--- config.mk ---
export PLATFORM = sky130hd
export DESIGN_NAME = mem_arbiter_flat
export DESIGN_NICKNAME = d
export VERILOG_FILES = /design/src/rtl/mem_arb_pkg.sv /design/src/rtl/mem_arbiter_if.sv /design/src/rtl/mem_arbiter.sv /design/src/flat_wrapper.sv
export SDC_FILE = /design/constraint.sdc
export NUM_CORES = 1
export LEC_CHECK = 0
export ABC_AREA = 1
export CAP_MARGIN = 20
export CORE_AREA = 2 2 98 100
export DETAILED_ROUTE_END_ITERATION = 8
export DIE_AREA = 0 0 100 102
export PLACE_DENSITY = 0.7
export SLEW_MARGIN = 20
export SYNTH_ARGS = -nofsm -noshare
export SYNTH_HDL_FRONTEND = slang
export SYNTH_SLANG_ARGS = --single-unit
--- constraint.sdc ---
create_clock -name clk -period 1.4 [get_ports clk]
set_input_delay 0.14 -clock clk [delete_from_list [all_inputs] [get_ports clk]]
set_output_delay 0.14 -clock clk [all_outputs]
set_load 0.01 [all_outputs]
--- src/rtl/mem_arb_pkg.sv ---
// Shared types for the two-requester memory arbiter: FSM state, requester id,
// and the round-robin pick used while arbitrating.
package mem_arb_pkg;

  typedef enum logic {ARB = 1'b0, LOCK_EXT = 1'b1} arb_state_t;
  typedef enum logic {REQ_CORE = 1'b0, REQ_EXT = 1'b1} req_id_t;

  // A lone requester wins; on a contest the one not served last wins.
  function automatic req_id_t rr_pick(input logic core_req, input logic ext_req,
                                      input req_id_t last);
    req_id_t w_pick;
    if (core_req && ext_req) begin
      w_pick = (last == REQ_CORE) ? REQ_EXT : REQ_CORE;
    end else if (ext_req) begin
      w_pick = REQ_EXT;
    end else begin
      w_pick = REQ_CORE;
    end
    return w_pick;
  endfunction

endpackage

--- src/rtl/mem_arbiter_if.sv ---
// Bus bundle between the core / external master, the arbiter and the memory.
// master = requesters and memory (environment side), slave = arbiter.
interface mem_arbiter_if #(
  parameter int ADDR_W = 16,
  parameter int DATA_W = 32
);
  logic              core_req;
  logic              core_we;
  logic [ADDR_W-1:0] core_addr;
  logic [DATA_W-1:0] core_wdata;
  logic              core_gnt;
  logic              core_rvalid;
  logic [DATA_W-1:0] core_rdata;

  logic              ext_req;
  logic              ext_we;
  logic [ADDR_W-1:0] ext_addr;
  logic [DATA_W-1:0] ext_wdata;
  logic              ext_lock;
  logic              ext_gnt;
  logic              ext_rvalid;
  logic [DATA_W-1:0] ext_rdata;

  logic              mem_wen;
  logic              mem_ren;
  logic [ADDR_W-1:0] mem_addr;
  logic [DATA_W-1:0] mem_wdata;
  logic [DATA_W-1:0] mem_rdata;

  modport master (
    output core_req, core_we, core_addr, core_wdata,
    input  core_gnt, core_rvalid, core_rdata,
    output ext_req, ext_we, ext_addr, ext_wdata, ext_lock,
    input  ext_gnt, ext_rvalid, ext_rdata,
    input  mem_wen, mem_ren, mem_addr, mem_wdata,
    output mem_rdata
  );

  modport slave (
    input  core_req, core_we, core_addr, core_wdata,
    output core_gnt, core_rvalid, core_rdata,
    input  ext_req, ext_we, ext_addr, ext_wdata, ext_lock,
    output ext_gnt, ext_rvalid, ext_rdata,
    output mem_wen, mem_ren, mem_addr, mem_wdata,
    input  mem_rdata
  );

endinterface

--- src/rtl/mem_arbiter.sv ---
// Round-robin arbiter for the single-port word memory with a bounded burst lock
// for the external master. Grants are same-cycle; read data returns one cycle later.
module mem_arbiter
  import mem_arb_pkg::*;
#(
  parameter int ADDR_W   = 16,
  parameter int DATA_W   = 32,
  parameter int MAX_LOCK = 16
) (
  input logic        clk,
  input logic        rst,
  mem_arbiter_if.slave bus
);

  localparam int CNT_W = (MAX_LOCK > 2) ? $clog2(MAX_LOCK) : 1;
  localparam logic [CNT_W-1:0] CNT_ZERO = CNT_W'(0);
  localparam logic [CNT_W-1:0] CNT_ONE  = CNT_W'(1);
  localparam logic [CNT_W-1:0] CNT_LAST = CNT_W'(MAX_LOCK - 1);

  arb_state_t        r_st;
  arb_state_t        w_st_nxt;
  req_id_t           r_last;
  req_id_t           w_last_nxt;
  logic [CNT_W-1:0]  r_lock_cnt;
  logic [CNT_W-1:0]  w_lock_cnt_nxt;
  logic              r_rv_core;
  logic              r_rv_ext;
  logic              w_core_gnt;
  logic              w_ext_gnt;
  logic [ADDR_W-1:0] w_mem_addr;
  logic [DATA_W-1:0] w_mem_wdata;

  // State register: FSM, round-robin pointer, lock counter and read-return flags.
  always_ff @(posedge clk) begin
    if (rst) begin
      r_st       <= ARB;
      r_last     <= REQ_EXT;
      r_lock_cnt <= CNT_ZERO;
      r_rv_core  <= 1'b0;
      r_rv_ext   <= 1'b0;
    end else begin
      r_st       <= w_st_nxt;
      r_last     <= w_last_nxt;
      r_lock_cnt <= w_lock_cnt_nxt;
      r_rv_core  <= w_core_gnt & ~bus.core_we;
      r_rv_ext   <= w_ext_gnt & ~bus.ext_we;
    end
  end

  // Next-state: lock entry/exit and round-robin pointer update.
  always_comb begin
    w_st_nxt       = r_st;
    w_last_nxt     = r_last;
    w_lock_cnt_nxt = r_lock_cnt;
    case (r_st)
      ARB: begin
        if (w_core_gnt) begin
          w_last_nxt = REQ_CORE;
        end else if (w_ext_gnt) begin
          w_last_nxt = REQ_EXT;
          if (bus.ext_lock) begin
            w_st_nxt       = LOCK_EXT;
            w_lock_cnt_nxt = CNT_ONE;
          end else begin
            w_lock_cnt_nxt = CNT_ZERO;
          end
        end else begin
          w_lock_cnt_nxt = CNT_ZERO;
        end
      end
      LOCK_EXT: begin
        // Leaving the lock always hands the next contest to the core.
        if (w_ext_gnt) begin
          if (!bus.ext_lock || (r_lock_cnt == CNT_LAST)) begin
            w_st_nxt       = ARB;
            w_last_nxt     = REQ_EXT;
            w_lock_cnt_nxt = CNT_ZERO;
          end else begin
            w_lock_cnt_nxt = r_lock_cnt + CNT_ONE;
          end
        end else if (!bus.ext_lock) begin
          w_st_nxt       = ARB;
          w_last_nxt     = REQ_EXT;
          w_lock_cnt_nxt = CNT_ZERO;
        end else begin
          w_lock_cnt_nxt = r_lock_cnt;
        end
      end
      default: begin
        w_st_nxt       = ARB;
        w_last_nxt     = REQ_EXT;
        w_lock_cnt_nxt = CNT_ZERO;
      end
    endcase
  end

  // Output decode: same-cycle grants, suppressed during reset.
  always_comb begin
    w_core_gnt = 1'b0;
    w_ext_gnt  = 1'b0;
    if (rst) begin
      w_core_gnt = 1'b0;
      w_ext_gnt  = 1'b0;
    end else begin
      case (r_st)
        ARB: begin
          if (rr_pick(bus.core_req, bus.ext_req, r_last) == REQ_CORE) begin
            w_core_gnt = bus.core_req;
          end else begin
            w_ext_gnt = bus.ext_req;
          end
        end
        LOCK_EXT: w_ext_gnt = bus.ext_req;
        default: begin
          w_core_gnt = 1'b0;
          w_ext_gnt  = 1'b0;
        end
      endcase
    end
  end

  assign w_mem_addr  = w_ext_gnt ? bus.ext_addr  : bus.core_addr;
  assign w_mem_wdata = w_ext_gnt ? bus.ext_wdata : bus.core_wdata;

  assign bus.core_gnt    = w_core_gnt;
  assign bus.ext_gnt     = w_ext_gnt;
  assign bus.mem_wen     = (w_core_gnt & bus.core_we) | (w_ext_gnt & bus.ext_we);
  assign bus.mem_ren     = (w_core_gnt & ~bus.core_we) | (w_ext_gnt & ~bus.ext_we);
  assign bus.mem_addr    = w_mem_addr;
  assign bus.mem_wdata   = w_mem_wdata;
  assign bus.core_rvalid = r_rv_core & ~rst;
  assign bus.ext_rvalid  = r_rv_ext & ~rst;
  assign bus.core_rdata  = bus.mem_rdata;
  assign bus.ext_rdata   = bus.mem_rdata;

endmodule
--- src/flat_wrapper.sv ---
// flat-port wrapper written by rule: the top's interface ports become plain ports
module mem_arbiter_flat import mem_arb_pkg::*;
#(
  parameter int ADDR_W   = 16,
  parameter int DATA_W   = 32,
  parameter int MAX_LOCK = 16
)
  (clk, rst, bus_core_req, bus_core_we, bus_core_addr, bus_core_wdata, bus_core_gnt, bus_core_rvalid, bus_core_rdata, bus_ext_req, bus_ext_we, bus_ext_addr, bus_ext_wdata, bus_ext_lock, bus_ext_gnt, bus_ext_rvalid, bus_ext_rdata, bus_mem_wen, bus_mem_ren, bus_mem_addr, bus_mem_wdata, bus_mem_rdata);
  mem_arbiter_if #(.ADDR_W(ADDR_W), .DATA_W(DATA_W)) bus_i ();
  input logic clk;
  input logic rst;
  input wire logic [$bits(bus_i.core_req)-1:0] bus_core_req;
  input wire logic [$bits(bus_i.core_we)-1:0] bus_core_we;
  input wire logic [$bits(bus_i.core_addr)-1:0] bus_core_addr;
  input wire logic [$bits(bus_i.core_wdata)-1:0] bus_core_wdata;
  output wire logic [$bits(bus_i.core_gnt)-1:0] bus_core_gnt;
  output wire logic [$bits(bus_i.core_rvalid)-1:0] bus_core_rvalid;
  output wire logic [$bits(bus_i.core_rdata)-1:0] bus_core_rdata;
  input wire logic [$bits(bus_i.ext_req)-1:0] bus_ext_req;
  input wire logic [$bits(bus_i.ext_we)-1:0] bus_ext_we;
  input wire logic [$bits(bus_i.ext_addr)-1:0] bus_ext_addr;
  input wire logic [$bits(bus_i.ext_wdata)-1:0] bus_ext_wdata;
  input wire logic [$bits(bus_i.ext_lock)-1:0] bus_ext_lock;
  output wire logic [$bits(bus_i.ext_gnt)-1:0] bus_ext_gnt;
  output wire logic [$bits(bus_i.ext_rvalid)-1:0] bus_ext_rvalid;
  output wire logic [$bits(bus_i.ext_rdata)-1:0] bus_ext_rdata;
  output wire logic [$bits(bus_i.mem_wen)-1:0] bus_mem_wen;
  output wire logic [$bits(bus_i.mem_ren)-1:0] bus_mem_ren;
  output wire logic [$bits(bus_i.mem_addr)-1:0] bus_mem_addr;
  output wire logic [$bits(bus_i.mem_wdata)-1:0] bus_mem_wdata;
  input wire logic [$bits(bus_i.mem_rdata)-1:0] bus_mem_rdata;
  assign bus_i.core_req = bus_core_req;
  assign bus_i.core_we = bus_core_we;
  assign bus_i.core_addr = bus_core_addr;
  assign bus_i.core_wdata = bus_core_wdata;
  assign bus_core_gnt = bus_i.core_gnt;
  assign bus_core_rvalid = bus_i.core_rvalid;
  assign bus_core_rdata = bus_i.core_rdata;
  assign bus_i.ext_req = bus_ext_req;
  assign bus_i.ext_we = bus_ext_we;
  assign bus_i.ext_addr = bus_ext_addr;
  assign bus_i.ext_wdata = bus_ext_wdata;
  assign bus_i.ext_lock = bus_ext_lock;
  assign bus_ext_gnt = bus_i.ext_gnt;
  assign bus_ext_rvalid = bus_i.ext_rvalid;
  assign bus_ext_rdata = bus_i.ext_rdata;
  assign bus_mem_wen = bus_i.mem_wen;
  assign bus_mem_ren = bus_i.mem_ren;
  assign bus_mem_addr = bus_i.mem_addr;
  assign bus_mem_wdata = bus_i.mem_wdata;
  assign bus_i.mem_rdata = bus_mem_rdata;
  mem_arbiter #(.ADDR_W(ADDR_W), .DATA_W(DATA_W), .MAX_LOCK(MAX_LOCK)) u_core (.clk(clk), .rst(rst), .bus(bus_i));
endmodule
======== Word-level counts from Yosys, hierarchy flattened ========
Index checks and enable logic that the tools add are counted.
storage, ports and cells
  register bits after elaboration ......... 8
  input bits .............................. 135
  output and inout port bits .............. 118
  word-level logic and storage cells ...... 60
operators by class
  add/subtract/negate cells ............... 1
  equality and inequality tests ........... 5
  multiplexer cells ....................... 32
  bitwise operators ....................... 12
  reductions and logical operators ........ 5
operators by type and width
  cell                 count
  $mux 32              1
  $mux 1               22
  $mux 16              1
  $mux 4               4
  $pmux 4 s2           1
  $and 1x1->1          6
  $ne 3x3->1 const B   2
  $pmux 1 s2           3
  $add 4x1->4 const B  1
  $eq 4x4->1 const B   1
  $not 1->1            4
  $ne 3x1->1 const B   1
  $reduce_and 3->1     1
  $ne 2x2->1 const B   1
  $or 1x1->1           2
  $reduce_and 2->1     1
  $logic_and 1x1->1    1
  $logic_not 1->1      1
  $logic_or 1x1->1     1

======== Depth between registers and ports, before layout ========
  depth in word-level cells ............... 10
  depth in mapped cells ................... 9
  depth with buffers taken out ............ 9

======== Least setup slack after synthesis ========
No wires, ideal clock.
  kind .................................... flip-flop to output port
  start ................................... register u_core.r_st
  end ..................................... output port bus_mem_ren
  data arrival time ....................... 0.981 ns
  data required time ...................... 1.260 ns
  setup slack ............................. 0.279 ns
  cell stages (with the launch flop) ...... 6
  path buffers ............................ 1
  cell sequence ........................... dfxtp_1 -> inv_2 -> nand3_1 -> nand2_2 -> buf_2 -> o22ai_1
between the ends
  cells in the longest elaborated chain, start to end .. 5
  elaborated cells between the ends (all ways) .. 8
  those cells by class .................... 4 x mux; 4 x bitwise
RTL lines
  element                   RTL line            text
  start: declaration        mem_arbiter.sv:20   arb_state_t r_st;
  start signal: assignment  mem_arbiter.sv:42   r_st <= w_st_nxt;
  $not 1->1                 mem_arbiter.sv:105  case (r_st)
  $pmux 1 s2                mem_arbiter.sv:105
  $mux 1                    mem_arbiter.sv:101  if (rst) begin
  $and 1x1->1               mem_arbiter.sv:128  assign bus.mem_ren = (w_core_gnt & ~bus.core_we) | (w_ext_gnt & ~bus.ext_we);
  $or 1x1->1 (*)            mem_arbiter.sv:128
  end: declaration          flat_wrapper.sv:28  output wire logic [$bits(bus_i.mem_ren)-1:0] bus_mem_ren;
Mark *: on every way between the ends. The rest lies on a longest branch, timed or not.

======== Worst setup path in the final report ========
  start ................................... register u_core.r_last
  end ..................................... output port bus_mem_wdata[27]
between the ends
  cells in the longest elaborated chain, start to end .. 8
RTL lines
  element                   RTL line            text
  start: declaration        mem_arbiter.sv:22   req_id_t r_last;
  start signal: assignment  mem_arbiter.sv:43   r_last <= w_last_nxt;
  $mux 1                    mem_arb_pkg.sv:13   w_pick = (last == REQ_CORE) ? REQ_EXT : REQ_CORE;
  $mux 1                    mem_arb_pkg.sv:12   if (core_req && ext_req) begin
  $mux 1                    mem_arbiter.sv:105
  $mux 1                    mem_arbiter.sv:101
  $mux 1                    mem_arbiter.sv:107  if (rr_pick(bus.core_req, bus.ext_req, r_last) == REQ_CORE) begin
  $pmux 1 s2                mem_arbiter.sv:105
  $mux 1                    mem_arbiter.sv:101
  $mux 32                   mem_arbiter.sv:123  assign w_mem_wdata = w_ext_gnt ? bus.ext_wdata : bus.core_wdata;
  end: declaration          flat_wrapper.sv:30  output wire logic [$bits(bus_i.mem_wdata)-1:0] bus_mem_wdata;
Every way passes these cells. The select of a mux whose other input is x is not followed.

==> impl_metrics.ini <==
[grt]
grt_pass1_wl_mm = 10.8
antenna_found_initial = 0
grt-ovfl-total = 0
grt.total_usage_pct = 13.6
grt_pass1_vias = 2006
grt_max_degree = 21

[critical_path]
cp_max_fo = 6
arrival_ps = 1380
cp.required_ps = 1260
path_class = reg2out
start_kind = flop
end_kind = primary output

[sta]
fmax_mhz = 659
period_minus_slack_ps = 1520
holdWs_ps = 280
setup_viol_count_final = 44
slew_violations = 0
worstMarginPinSlew_ps = 303
skew_ps = 4.83
setup_tns_ps = -2180
rsz0062_at_grt = true
setup_ws_ps = -117
relSlewSlack_pct = 79.8
fin_crit_sh_pct = 108
hold_violations = 0

[placement]
dp_cells = 500
hpwl_mm = 5.83
dp_worst_setup_slack_ps = -649
gp_congestion = 0.804
io_buffers = 156

[floorplanning]
rows = 35
core_um2 = 9110
die_h_um = 102
die_area_um2 = 10200
die_w_um = 100
start_util_pct = 17.0
ioPinCount = 253

[synthesis]
yosysMostFrequentCell = nand2_1
postSynth.asyncResetShare_pct = 0
synth_seq_area_share_pct = 10.3
synthTopCellsByArea = nand2_1 (40%), buf_4 (31%), dfxtp_1 (10%), nand3_1 (3.2%), buf_2 (2.9%)
syn_nets = 428
ys_top_cells_by_count = nand2_1 (165), buf_4 (65), nor2_1 (11)
yosysTopAreaCell = nand2_1
ys_warn_count = 0
syn_area_per_cell_um2 = 5.31
yosys.area.top_type_share_pct = 40.0
ys.flop_type = dfxtp_1
ys_types = 19
synth-seq-cells = 8
synth_cells = 292
synthesis.area_um2 = 1550
synth_edf_count = 0

[cts]
htreeDepth = 1
tritoncts = built
clk_pin_slew_ps = 40
cts_made_buffers = 3
clock_sinks = 8
clockBufferDepth = 2
clkLatencyLatePin_ps = 230
cts_root_buf = clkbuf_8

[final_layout]
stdcell_count = 518
drive_gt1_share_pct = 36.4
area_delta_synth_final_pct = 110
antenna_cells = 0
final_nets = 545
fillers = 993

[power_and_ir_drop]
total_leakage_power_nw = 1.69
vdd_drop_max_mv = 0.274
power_w = 0.00149
power_density_nw_per_um2 = 458

[drt]
wirelength_mm = 7.88
routedWlPerCell_um = 15.2
via_count = 2078
drt-vias-per-instance = 4.01
firstDrtPassIters = 4
drc = 0
drt_iter0_markers = 42
ant_nets = 0

[min_path]
hold_class = in2out

[status]
violations = setup timing
status = complete, but fails checks

[flow_run]
maxCapViolations = 0
[kinds of logic (layout without fill, tap and decap cells)]
group / after synthesis / after routing / share of synthesized area (%)
buffers and inverters: 86 / 201 / 37.3
AOI/OAI and AO/OA: 5 / 5 / 1.94
xor gates and xnor gates: 1 / 1 / 0.565
and+or+nand+nor: 191 / 191 / 49.1
DFF: 8 / 8 / 10.3
adders and majority gates: 1 / 1 / 0.807
[path summary, 6_finish.rpt]
path                            cells past startpoint  slack, ps                 start              endpoint
worst max-delay path                                8       -120         u_core.r_last     bus_mem_wdata[27]
worst min-delay path                                0        280     bus_mem_rdata[20]     bus_ext_rdata[20]
worst max register to register                      9        -70           u_core.r_st  u_core.r_lock_cnt[0]
worst min register to register                      2        500  u_core.r_lock_cnt[1]  u_core.r_lock_cnt[1]
[cell usage in the layout (no fill, tap or decap), drive strengths merged]
cell type / n
dlygate4sd2: 3
inv: 12
dfxtp: 8
clkdlybuf4s50: 99
clkbuf: 5
a22o: 1
and3: 1
nand3: 10
nand2: 167
o22ai: 1
o21ai: 1
a21oi: 2
nor2: 13
dlymetal6s2s: 2
ha: 1
xnor2: 1
buf: 80
[per-stage QoR]
stage	cell area [um^2]	utilization [%]
finish	3250	35.7
global route	3250	35.7
CTS	3060	33.5
detailed placement	2840	31.2
global placement	2840	31.2
floorplan	1550	-
[cell type report]
class	instances	area, um^2	share of cell area [%]
inverter	12	47.5	1.46
clock buffer	3	41.3	1.27
multi-input combinational	198	1040	31.9
timing repair buffer	186	1820	55.9
sequential	8	168	5.16
tap	111	139	4.28
[worst max-delay path, stage by stage, from the launching register on]
cell and delay [ps]:
dfxtp_4 370, nand2_4 60, nor2_4 150, nor2_8 70, buf_8 140, buf_16 140, nand2_2 50, nand2_1 40
buf_2 130
[per-layer routing]
metal	GRT usage (%)	vias to the layer above	part of all wire (%)
li1	-	1044	-
met2	24.2	120	50
met5	0	-	0
met3	3.08	18	9.5
met4	3.06	0	1.8
met1	16.9	896	39
[state kept, by name, summed over array words and instances (netlist names)]
register	cells
u_core.r_rv_ext	1
u_core.r_st	1
u_core.r_rv_core	1
u_core.r_lock_cnt	4
u_core.r_last	1
[power by group]
group | total, W | switching [W] | leakage, nW | internal (W)
combinational | 0.000969 | 0.000398 | 1.61 | 0.000571
sequential | 0.000242 | 0.00000780 | 0.0658 | 0.000234
clock | 0.000276 | 0.0000898 | 0.0216 | 0.000186
total | 0.00149 | 0.000496 | 1.69 | 0.000991
[what timing repair did]
item / 4_1_cts / 5_1_grt
setup buffers: 11 / 1
endpoints found under the setup margin: 58 / 57
pin swaps: 8 / 14
cloned: 4 / 2
hold buffers: 0 / 0
gates resized for setup: 278 / 51
Note: power is estimated with default switching activity, not from simulation.
